File: config.mk
export PLATFORM = sky130hd
export DESIGN_NAME = onehot_index_decoder
export DESIGN_NICKNAME = d
export VERILOG_FILES = /design/src/rtl/onehot_pkg.sv /design/src/rtl/onehot_skid_buf.sv /design/src/rtl/onehot_index_decoder.sv
export SDC_FILE = /design/constraint.sdc
export NUM_CORES = 1
export LEC_CHECK = 0
export BUFFER_PORTS_ARGS = -buffer_cell sky130_fd_sc_hd__buf_2
export CAP_MARGIN = 20
export CORE_ASPECT_RATIO = 0.6
export CORE_UTILIZATION = 47
export CTS_CLUSTER_DIAMETER = 50
export DETAILED_ROUTE_END_ITERATION = 8
export PLACE_DENSITY = 0.78
export SYNTH_ARGS = -nofsm -noshare
export SYNTH_HDL_FRONTEND = slang
export SYNTH_SLANG_ARGS = --single-unit
File: constraint.sdc
create_clock -name i_clk -period 1.4 [get_ports i_clk]
set_clock_uncertainty 0.05 [all_clocks]
set_input_delay 0.35 -clock i_clk [delete_from_list [all_inputs] [get_ports i_clk]]
set_output_delay 0.35 -clock i_clk [all_outputs]
set_load 0.02 [all_outputs]
File: src/rtl/onehot_pkg.sv
// Shared definitions for the one-hot code path (encoder and decoder sides).
// Functions work on a code zero-extended to OH_MAX_W bits. This lets one
// function body serve every code width up to that limit.
package onehot_pkg;

  // Widest one-hot code either side of the path may use.
  localparam int OH_MAX_W     = 64;
  localparam int OH_IDX_MAX_W = 6;

  // Classification of a received code word.
  typedef enum logic [1:0] {
    CODE_ZERO   = 2'd0,
    CODE_ONEHOT = 2'd1,
    CODE_MULTI  = 2'd2
  } code_class_e;

  // Decoded result, sized for the widest supported code.
  typedef struct packed {
    logic [OH_IDX_MAX_W-1:0] idx;
    logic                    err;
  } oh_result_t;

  // Count the set bits and bucket the word: none, exactly one, or several.
  function automatic code_class_e classify(input logic [OH_MAX_W-1:0] code);
    int unsigned n_set;
    code_class_e cls;
    n_set = 0;
    for (int i = 0; i < OH_MAX_W; i++) begin
      n_set += {31'd0, code[i]};
    end
    if (n_set == 0)      cls = CODE_ZERO;
    else if (n_set == 1) cls = CODE_ONEHOT;
    else                 cls = CODE_MULTI;
    return cls;
  endfunction

  // Index of the lowest set bit. Returns 0 for an all-zero word.
  function automatic logic [OH_IDX_MAX_W-1:0] lsb_index(input logic [OH_MAX_W-1:0] code);
    logic [OH_IDX_MAX_W-1:0] idx;
    idx = '0;
    // Scan from the top down so that the lowest set bit is the last one written.
    for (int i = OH_MAX_W - 1; i >= 0; i--) begin
      if (code[i]) idx = OH_IDX_MAX_W'(i);
    end
    return idx;
  endfunction

  // Encoder side: binary index to one-hot code word.
  function automatic logic [OH_MAX_W-1:0] encode_onehot(input logic [OH_IDX_MAX_W-1:0] idx);
    return OH_MAX_W'(1) << idx;
  endfunction

endpackage

File: src/rtl/onehot_skid_buf.sv
// Two-entry skid buffer with registered outputs.
//
// Handshake, push and pop sides: a transfer happens on a rising edge where
// valid and ready are both 1. Valid does not depend on ready. The payload
// is held while valid is 1 and ready is 0.
//
// o_push_ready is a register. It is 0 during reset and is written on every
// edge with (occupancy after this edge < 2). Because of this, a push never
// arrives at a full buffer. With the pop side always ready, occupancy stays
// at 1 and the buffer passes one word per cycle.
module onehot_skid_buf #(
  parameter int DATA_W = 3
) (
  input  logic              i_clk,
  input  logic              i_rst_n,
  input  logic              i_push_valid,
  output logic              o_push_ready,
  input  logic [DATA_W-1:0] i_push_data,
  output logic              o_pop_valid,
  input  logic              i_pop_ready,
  output logic [DATA_W-1:0] o_pop_data
);

  logic [DATA_W-1:0] r_head;
  logic [DATA_W-1:0] r_tail;
  logic [1:0]        r_occ;
  logic              r_ready;

  logic              w_push;
  logic              w_pop;
  logic [1:0]        w_occ_next;

  assign w_push = i_push_valid & r_ready;
  assign w_pop  = (r_occ != 2'd0) & i_pop_ready;

  // Occupancy after this edge: push alone grows it, pop alone shrinks it.
  always_comb begin
    w_occ_next = r_occ;
    if (w_push && !w_pop)      w_occ_next = r_occ + 2'd1;
    else if (!w_push && w_pop) w_occ_next = r_occ - 2'd1;
  end

  // Storage, occupancy and registered ready. Reset empties the buffer.
  always_ff @(posedge i_clk or negedge i_rst_n) begin
    if (!i_rst_n) begin
      r_head  <= '0;
      r_tail  <= '0;
      r_occ   <= 2'd0;
      r_ready <= 1'b0;
    end else begin
      r_occ   <= w_occ_next;
      r_ready <= (w_occ_next != 2'd2);
      if (w_push && !w_pop) begin
        // Fill the first free slot.
        if (r_occ == 2'd0) r_head <= i_push_data;
        else               r_tail <= i_push_data;
      end else if (!w_push && w_pop) begin
        // The tail moves up to the head. A stale tail is harmless when occupancy was 1.
        r_head <= r_tail;
      end else if (w_push && w_pop) begin
        // Occupancy does not change: the head leaves and the new word joins the queue.
        if (r_occ == 2'd1) begin
          r_head <= i_push_data;
        end else begin
          r_head <= r_tail;
          r_tail <= i_push_data;
        end
      end
    end
  end

  assign o_push_ready = r_ready;
  assign o_pop_valid  = (r_occ != 2'd0);
  assign o_pop_data   = r_head;

endmodule

File: src/rtl/onehot_index_decoder.sv
// Decodes one-hot code words back into binary indices.
//
// Handshake, input and output sides: a word is taken on a rising edge where
// valid and ready are both 1. Valid never depends on ready. The output
// payload holds while o_valid is 1 and i_ready is 0.
//
// Each accepted word is classified:
// - all-zero: the encoder's hold code. It is consumed silently.
// - legal one-hot: its index goes to the output.
// - multi-hot: the index of its lowest set bit goes out with o_err set, and
//   the word is counted in the sticky flag and the saturating counter.
// Results go through a two-entry skid buffer. The output therefore comes
// straight from registers, and one word per cycle is possible.
module onehot_index_decoder
  import onehot_pkg::*;
#(
  parameter  int OH_W      = 4,
  parameter  int ERR_CNT_W = 8,
  localparam int IDX_W     = $clog2(OH_W)
) (
  input  logic                 i_clk,
  input  logic                 i_rst_n,
  input  logic                 i_valid,
  output logic                 o_ready,
  input  logic [OH_W-1:0]      i_onehot,
  output logic                 o_valid,
  input  logic                 i_ready,
  output logic [IDX_W-1:0]     o_index,
  output logic                 o_err,
  input  logic                 i_err_clr,
  output logic                 o_err_sticky,
  output logic [ERR_CNT_W-1:0] o_err_count
);

  localparam logic [ERR_CNT_W-1:0] ERR_CNT_MAX = '1;

  logic [OH_MAX_W-1:0]  w_code_ext;
  code_class_e          w_class;
  logic [IDX_W-1:0]     w_idx;
  logic                 w_is_multi;
  logic                 w_push_valid;
  logic                 w_ready;
  logic                 w_accept_multi;

  logic                 r_err_sticky;
  logic [ERR_CNT_W-1:0] r_err_count;

  // Zero-extend the code so the package helpers can work on it.
  always_comb begin
    w_code_ext             = '0;
    w_code_ext[OH_W-1:0]   = i_onehot;
  end

  assign w_class    = classify(w_code_ext);
  assign w_idx      = IDX_W'(lsb_index(w_code_ext));
  assign w_is_multi = (w_class == CODE_MULTI);

  // A zero word is taken whenever the buffer is ready, but it never enters the buffer.
  assign w_push_valid   = i_valid & (w_class != CODE_ZERO);
  assign w_accept_multi = i_valid & w_ready & w_is_multi;

  onehot_skid_buf #(
    .DATA_W (IDX_W + 1)
  ) u_skid (
    .i_clk        (i_clk),
    .i_rst_n      (i_rst_n),
    .i_push_valid (w_push_valid),
    .o_push_ready (w_ready),
    .i_push_data  ({w_idx, w_is_multi}),
    .o_pop_valid  (o_valid),
    .i_pop_ready  (i_ready),
    .o_pop_data   ({o_index, o_err})
  );

  // Error tracking. If an accepted multi-hot word and a clear arrive together,
  // the clear is applied first and the new error then counts as one.
  always_ff @(posedge i_clk or negedge i_rst_n) begin
    if (!i_rst_n) begin
      r_err_sticky <= 1'b0;
      r_err_count  <= '0;
    end else if (w_accept_multi) begin
      r_err_sticky <= 1'b1;
      if (i_err_clr)                       r_err_count <= ERR_CNT_W'(1);
      else if (r_err_count != ERR_CNT_MAX) r_err_count <= r_err_count + ERR_CNT_W'(1);
    end else if (i_err_clr) begin
      r_err_sticky <= 1'b0;
      r_err_count  <= '0;
    end
  end

  assign o_ready      = w_ready;
  assign o_err_sticky = r_err_sticky;
  assign o_err_count  = r_err_count;

endmodule

==> flow_metrics.tcl, run 1 <==
set metrics [dict create \
    grt_overflow_total 0 \
    placedInstanceArea_um2 1430 \
    core_um2 1980 \
    maxCapViolations 0 \
    ctsRootBufferMaster "sky130_fd_sc_hd__clkbuf_8" \
    wl_per_cell_um 23.7 \
    clock-sinks 18 \
    worst-endpoint-required_ns 1.50 \
    grt_first_pass_wirelength_um 6150 \
    synth_fp_nets 128 \
    leak_pwr_uw 0.000814 \
    start_util_pct 53.6 \
    floorplan.io_pins 23 \
    detail-route-antenna-nets 0 \
    grt_setup_unrepaired "yes" \
    met2_usage_pct 61.2 \
    area.growth.synth_to_final_pct 70.4 \
    die_height_um 38.8 \
    peakVddDrop_mv 1.69 \
    synth.yosys.warnings 0 \
    maxSlewHeadroom_pct 64.9 \
    clkTransAtPathRegs_ns 0.08 \
    most-common-layout-cells "25 x sky130_fd_sc_hd__buf_4, 18 x sky130_fd_sc_hd__buf_2, 18 x sky130_fd_sc_hd__dfrtp_1, 13 x sky130_fd_sc_hd__buf_6, 9 x sky130_fd_sc_hd__nor2_1" \
    max_freq_mhz 421 \
    crit_path_start_kind "primary input" \
    grt_max_degree 19 \
    via_per_inst 6.75 \
    worst-endpoint-arrival_ns 2.47 \
    total_power_uw 3230 \
    failed_checks "setup timing" \
    clock_insertion_delay_worst_skew_ns 0.26 \
    clock_tree.htree_level_count 1 \
    initial_antenna_violation_count 0 \
    tritoncts.num_buffers 3 \
    design_area_um2 1810 \
    netlist_area_um2 1060 \
    yosysSeqAreaShare_pct 42.4 \
    tritoncts "done" \
    hold_crit_path_type "in2reg" \
    fin_crit_sh_pct 170 \
    fraction_of_layout_instances_using_a_drive_strength_above_1_pct 55.5 \
    crit_type "in2reg" \
    use_met1_pct 45.0 \
    finalHoldWorstSlack_ns 0.334 \
    cp-end-kind "flip-flop" \
    final_hold_viol_count 0 \
    gr-usage-all-layers_pct 35.1 \
    clockBufferDepth 2 \
    placement_rows 12 \
    worst_slack_ns -0.974 \
    drc_errors 0 \
    chip_width_um 63.4 \
    dpl.hpwl_um 2260 \
    timing.final.max_slew_violations 0 \
    grt_pass1_vias 1196 \
    timing_worst_slew_pin_value_ns 0.521 \
    crit_fanout 4 \
    die_area_um2 2460 \
    grt_most_used_layer "met2" \
    dr.pass1.iters 5 \
    num-nets-final 189 \
    setup_viol 20 \
    fill_cells 72 \
    grt.met3_usage_pct 5.59 \
    netlist-cell-type-count 39 \
    outcome "complete, but fails checks" \
    detailedRoute.firstIterationViolations 201 \
    power_density_nw_per_um2 1780 \
    antennaDiodeCount 0 \
    syn_inst_count 113 \
    via_count 1357 \
    ys_seq_elements 18 \
    number_of_i_o_port_buffers 22 \
    syn_avg_cell_area_um2 9.40 \
    rd_place_congestion 0.960 \
    min_cycle_time_layout_ns 2.37 \
    drt-total-wl_um 4770 \
    layout.cells.most_common "sky130_fd_sc_hd__buf_4" \
]
==> critical path: stages <==
cell and delay, ns:
sky130_fd_sc_hd__buf_6 0.10, sky130_fd_sc_hd__fa_1 0.50, sky130_fd_sc_hd__ha_2 0.22, sky130_fd_sc_hd__ha_4 0.32
sky130_fd_sc_hd__o211ai_4 0.09, sky130_fd_sc_hd__or2_1 0.25, sky130_fd_sc_hd__buf_4 0.15, sky130_fd_sc_hd__o31ai_1 0.36
sky130_fd_sc_hd__a21oi_2 0.11
==> what timing repair did <==
| item | CTS | global route |
|---|---|---|
| setup endpoints to repair | 20 | 20 |
| resized for setup | 37 | 22 |
| hold buffers | 1 | 0 |
| pin swaps | 24 | 8 |
| buffers inserted | 4 | 5 |
| hold endpoints to repair | 18 | 0 |
==> Yosys cell counts <==
library cell	n	share of area (%)
sky130_fd_sc_hd__a31o_2	1	0.82
sky130_fd_sc_hd__buf_1	1	0.35
sky130_fd_sc_hd__nor2b_1	2	1.2
sky130_fd_sc_hd__or4_1	1	0.71
sky130_fd_sc_hd__clkbuf_1	1	0.35
sky130_fd_sc_hd__nor3_1	4	1.9
sky130_fd_sc_hd__and2_1	1	0.59
sky130_fd_sc_hd__nand2b_1	2	1.2
sky130_fd_sc_hd__inv_1	4	1.4
sky130_fd_sc_hd__and3_1	2	1.2
sky130_fd_sc_hd__or3_1	1	0.59
sky130_fd_sc_hd__fa_1	1	1.9
sky130_fd_sc_hd__o311a_1	2	1.9
sky130_fd_sc_hd__o311ai_2	1	1.5
sky130_fd_sc_hd__o211ai_1	4	2.8
sky130_fd_sc_hd__or2_1	1	0.59
sky130_fd_sc_hd__nand3_1	4	1.9
sky130_fd_sc_hd__nand2_1	11	3.9
sky130_fd_sc_hd__nor4_1	1	0.59
sky130_fd_sc_hd__a221oi_1	1	0.82
sky130_fd_sc_hd__o211a_1	1	0.94
sky130_fd_sc_hd__nand4_1	2	1.2
sky130_fd_sc_hd__nor2_1	12	4.2
sky130_fd_sc_hd__o311a_2	1	1.1
sky130_fd_sc_hd__mux2i_1	2	1.9
sky130_fd_sc_hd__a21o_1	1	0.71
sky130_fd_sc_hd__o22ai_1	1	0.59
sky130_fd_sc_hd__xnor2_1	1	0.82
sky130_fd_sc_hd__a31oi_1	3	1.8
sky130_fd_sc_hd__o21bai_1	1	0.71
sky130_fd_sc_hd__o31ai_1	4	2.8
sky130_fd_sc_hd__dfrtp_1	18	42
sky130_fd_sc_hd__a211oi_1	3	2.1
sky130_fd_sc_hd__o21ai_0	5	2.4
sky130_fd_sc_hd__a21oi_1	4	1.9
sky130_fd_sc_hd__xor2_1	1	0.82
sky130_fd_sc_hd__ha_1	5	5.9
sky130_fd_sc_hd__o211ai_2	1	1.2
sky130_fd_sc_hd__o21ai_1	1	0.47
==> sequential cells by signal, summed over array words and instances (netlist names) <==
register,count
u_skid.o_push_ready,1
u_skid.o_pop_data,3
o_err_count,8
u_skid.r_occ,2
o_err_sticky,1
u_skid.r_tail,3
==> logic make-up after synthesis <==
| logic type | synth area share [%] |
|---|---|
| and+or+nand+nor | 19.7 |
| AOI/OAI and AO/OA | 24.5 |
| DFF | 42.4 |
| buffers and inverters | 2.12 |
| adders and majority gates | 7.77 |
| xor gates and xnor gates | 1.65 |
| muxes | 1.88 |
==> power by group <==
part	internal (µW)	total, µW	leakage (µW)	switching [µW]
clock network	251	448	0.0000288	198
logic	926	1960	0.000556	1030
registers	671	826	0.000230	155
==> path summary, 6_finish.rpt <==
| check | start | endpoint | slack (ns) | cells past startpoint |
|---|---|---|---|---|
| min | i_err_clr | o_err_count[5] | 0.33 | 2 |
| max in group asynchronous | i_rst_n | u_skid.o_push_ready | 0.49 | 2 |
| min in group asynchronous | i_rst_n | u_skid.o_pop_data[1] | 0.50 | 2 |
| max | i_onehot[0] | o_err_count[5] | -0.97 | 9 |
| min reg2reg | o_err_sticky | o_err_sticky | 0.46 | 1 |
| max reg2reg | o_err_count[4] | o_err_count[5] | -0.34 | 5 |
==> stage by stage <==
stage / cells / util, % / TNS (ns) / setup slack [ns]
2_1_floorplan: 113 / - / -13.31 / -0.950
4_1_cts: 197 / 85.3 / -11.68 / -0.826
6_report: 201 / 91.4 / -14.00 / -0.974
3_5_place_dp: 188 / 72.2 / -18.09 / -1.18
3_3_place_gp: 188 / 72.2 / -17.23 / -1.11
5_1_grt: 201 / 91.4 / -14.90 / -1.01
==> per-layer routing <==
layer	up-vias	share of wire, %
li1	547	-
met5	-	0
met1	649	40
met4	0	4.8
met3	31	11
met2	130	44
==> cell type report <==
cell class	count	area (µm²)	area share, %
timing repair buffer	58	454	25.1
sequential	18	450	24.9
inverter	4	17.5	0.968
clock buffer	4	55.1	3.04
multi-input combinational	89	798	44.1
tap	28	35.0	1.94
No activity file was read; power rests on OpenSTA's default activity.
==> run 2: changes to the inputs <==
- CELL_PAD_IN_SITES_DETAIL_PLACEMENT: not set -> 0
- CELL_PAD_IN_SITES_GLOBAL_PLACEMENT: not set -> 1
- CORE_UTILIZATION: 47 -> 36
- PLACE_DENSITY: 0.78 -> 0.79
==> run 2 against run 1 <==
The run still ends with setup timing left. Sequential cell count is the same. Worst setup slack gained 0.15 ns. Highest routed layer unchanged. First-iteration DRC count fell by 70%. Count of clock-buffer cells in the layout did not move. Combinational power is 13% lower. Final cell count grew 6.5%. Die area up 29%. Largest cell class unchanged. Hold slack got worse by 0.010 ns. Fmax grew 6.6%.
==> flow_metrics.tcl, run 2 (same netlist as run 1, synthesis figures left out) <==
set metrics [dict create \
    outcome "complete, but fails checks" \
    failed_checks "setup timing" \
    timing.final.max_slew_violations 0 \
    num-nets-final 190 \
    die_height_um 44.1 \
    chip_width_um 72.1 \
    clock-sinks 18 \
    grt_max_degree 19 \
    worst_slack_ns -0.827 \
    fill_cells 194 \
    via_per_inst 5.48 \
    dpl.hpwl_um 2240 \
    grt_first_pass_wirelength_um 5460 \
    placedInstanceArea_um2 1450 \
    area.growth.synth_to_final_pct 67.3 \
    crit_type "in2reg" \
    largest_register_ff_count 8 \
    floorplan.io_pins 23 \
    tritoncts "done" \
    max_freq_mhz 449 \
    grt_setup_unrepaired "yes" \
    worst-endpoint-required_ns 1.54 \
    setup_total_negative_slack_ns -12.42 \
    start_util_pct 40.2 \
    worst-endpoint-arrival_ns 2.37 \
    finalHoldWorstSlack_ns 0.324 \
    detail-route-antenna-nets 0 \
    wl_per_cell_um 15.4 \
    power_density_nw_per_um2 1650 \
    maxSlewHeadroom_pct 68.8 \
    antennaDiodeCount 0 \
    rd_place_congestion 0.855 \
    drc_errors 0 \
    final_hold_viol_count 0 \
    timing_worst_slew_pin_value_ns 0.467 \
    layout.cells.most_common "sky130_fd_sc_hd__buf_4" \
    critical_path.reg2reg.startpoint "u_skid.r_occ[0]" \
    timing.critical_path.from "i_onehot[0]" \
    via_count 1172 \
    ctsRootBufferMaster "sky130_fd_sc_hd__clkbuf_8" \
    grt_pass1_vias 1156 \
    dr.pass1.iters 4 \
    drt-total-wl_um 3290 \
    leak_pwr_uw 0.000796 \
    fraction_of_layout_instances_using_a_drive_strength_above_1_pct 54.0 \
    most-common-layout-cells "29 x sky130_fd_sc_hd__buf_4, 18 x sky130_fd_sc_hd__buf_2, 18 x sky130_fd_sc_hd__dfrtp_1, 10 x sky130_fd_sc_hd__nor2_1, 10 x sky130_fd_sc_hd__buf_6" \
    clock_insertion_delay_worst_skew_ns 0.26 \
    number_of_i_o_port_buffers 22 \
    die_area_um2 3180 \
    placement_rows 14 \
    crit_fanout 4 \
    total_power_uw 2940 \
    cp-end-kind "flip-flop" \
    setup_viol 20 \
    hold_crit_path_type "in2reg" \
    grt_overflow_total 0 \
    dpl_worst_slack_ns -1.13 \
    gr-usage-all-layers_pct 23.0 \
    min-delay-start "i_err_clr" \
    min_cycle_time_layout_ns 2.23 \
    detailedRoute.firstIterationViolations 61 \
    clkTransAtPathRegs_ns 0.07 \
    maxCapViolations 0 \
    clock_tree.htree_level_count 1 \
    initial_antenna_violation_count 0 \
    clockBufferDepth 2 \
    design_area_um2 1780 \
    crit_path_start_kind "primary input" \
    core_um2 2650 \
    tritoncts.num_buffers 3 \
    fin_crit_sh_pct 159 \
    peakVddDrop_mv 0.861 \
]
-- run 2: metrics by stage --
stage / util [%] / instances
2_1_floorplan: - / 113
3_3_place_gp: 54.9 / 201
3_5_place_dp: 54.9 / 201
4_1_cts: 65.2 / 214
5_1_grt: 67.2 / 214
6_report: 67.2 / 214
-- run 2: critical path: stages --
cell and delay [ns]:
sky130_fd_sc_hd__buf_6 0.10, sky130_fd_sc_hd__fa_1 0.47, sky130_fd_sc_hd__ha_2 0.20, sky130_fd_sc_hd__ha_4 0.30, sky130_fd_sc_hd__o211ai_4 0.07, sky130_fd_sc_hd__or2_1 0.24, sky130_fd_sc_hd__or4_4 0.49, sky130_fd_sc_hd__a21oi_2 0.14
-- run 2: cell type report --
| type | instances | area (µm²) | area share, % |
|---|---|---|---|
| clock buffer | 4 | 55.1 | 3.10 |
| inverter | 4 | 17.5 | 0.986 |
| multi-input combinational | 89 | 758 | 42.7 |
| sequential | 18 | 450 | 25.4 |
| tap | 40 | 50.0 | 2.82 |
| timing repair buffer | 59 | 445 | 25.1 |
-- run 2: power breakdown --
part	total, µW	switching, µW	internal (µW)
Clock	435	184	250
Combinational	1710	852	857
Sequential	795	124	671
-- run 2: worst paths after layout --
kind,end,slack (ns),cells past startpoint
worst max-delay path,o_err_count[5],-0.83,8
worst min-delay path,o_err_count[5],0.32,2
max in group asynchronous,u_skid.r_occ[1],0.50,2
worst max register to register,u_skid.r_tail[0],-0.25,8
min in group asynchronous,u_skid.r_tail[0],0.51,2
worst min register to register,o_err_sticky,0.44,1
-- run 2: routing by layer --
| metal | track usage [%] | share of wire, % | vias up |
|---|---|---|---|
| li1 | - | - | 546 |
| met1 | 32.8 | 48 | 582 |
| met2 | 36.3 | 46 | 42 |
| met3 | 5.01 | 5.8 | 2 |
| met4 | 5.49 | 0.61 | 0 |
| met5 | 0 | 0 | - |
-- run 2: repair_timing --
action,in CTS,in global routing
buffers inserted,8,2
hold buffers,1,0
pin swaps,21,7
endpoints found under the setup margin,20,21
endpoints found under the hold margin,18,0
resized for setup,36,16
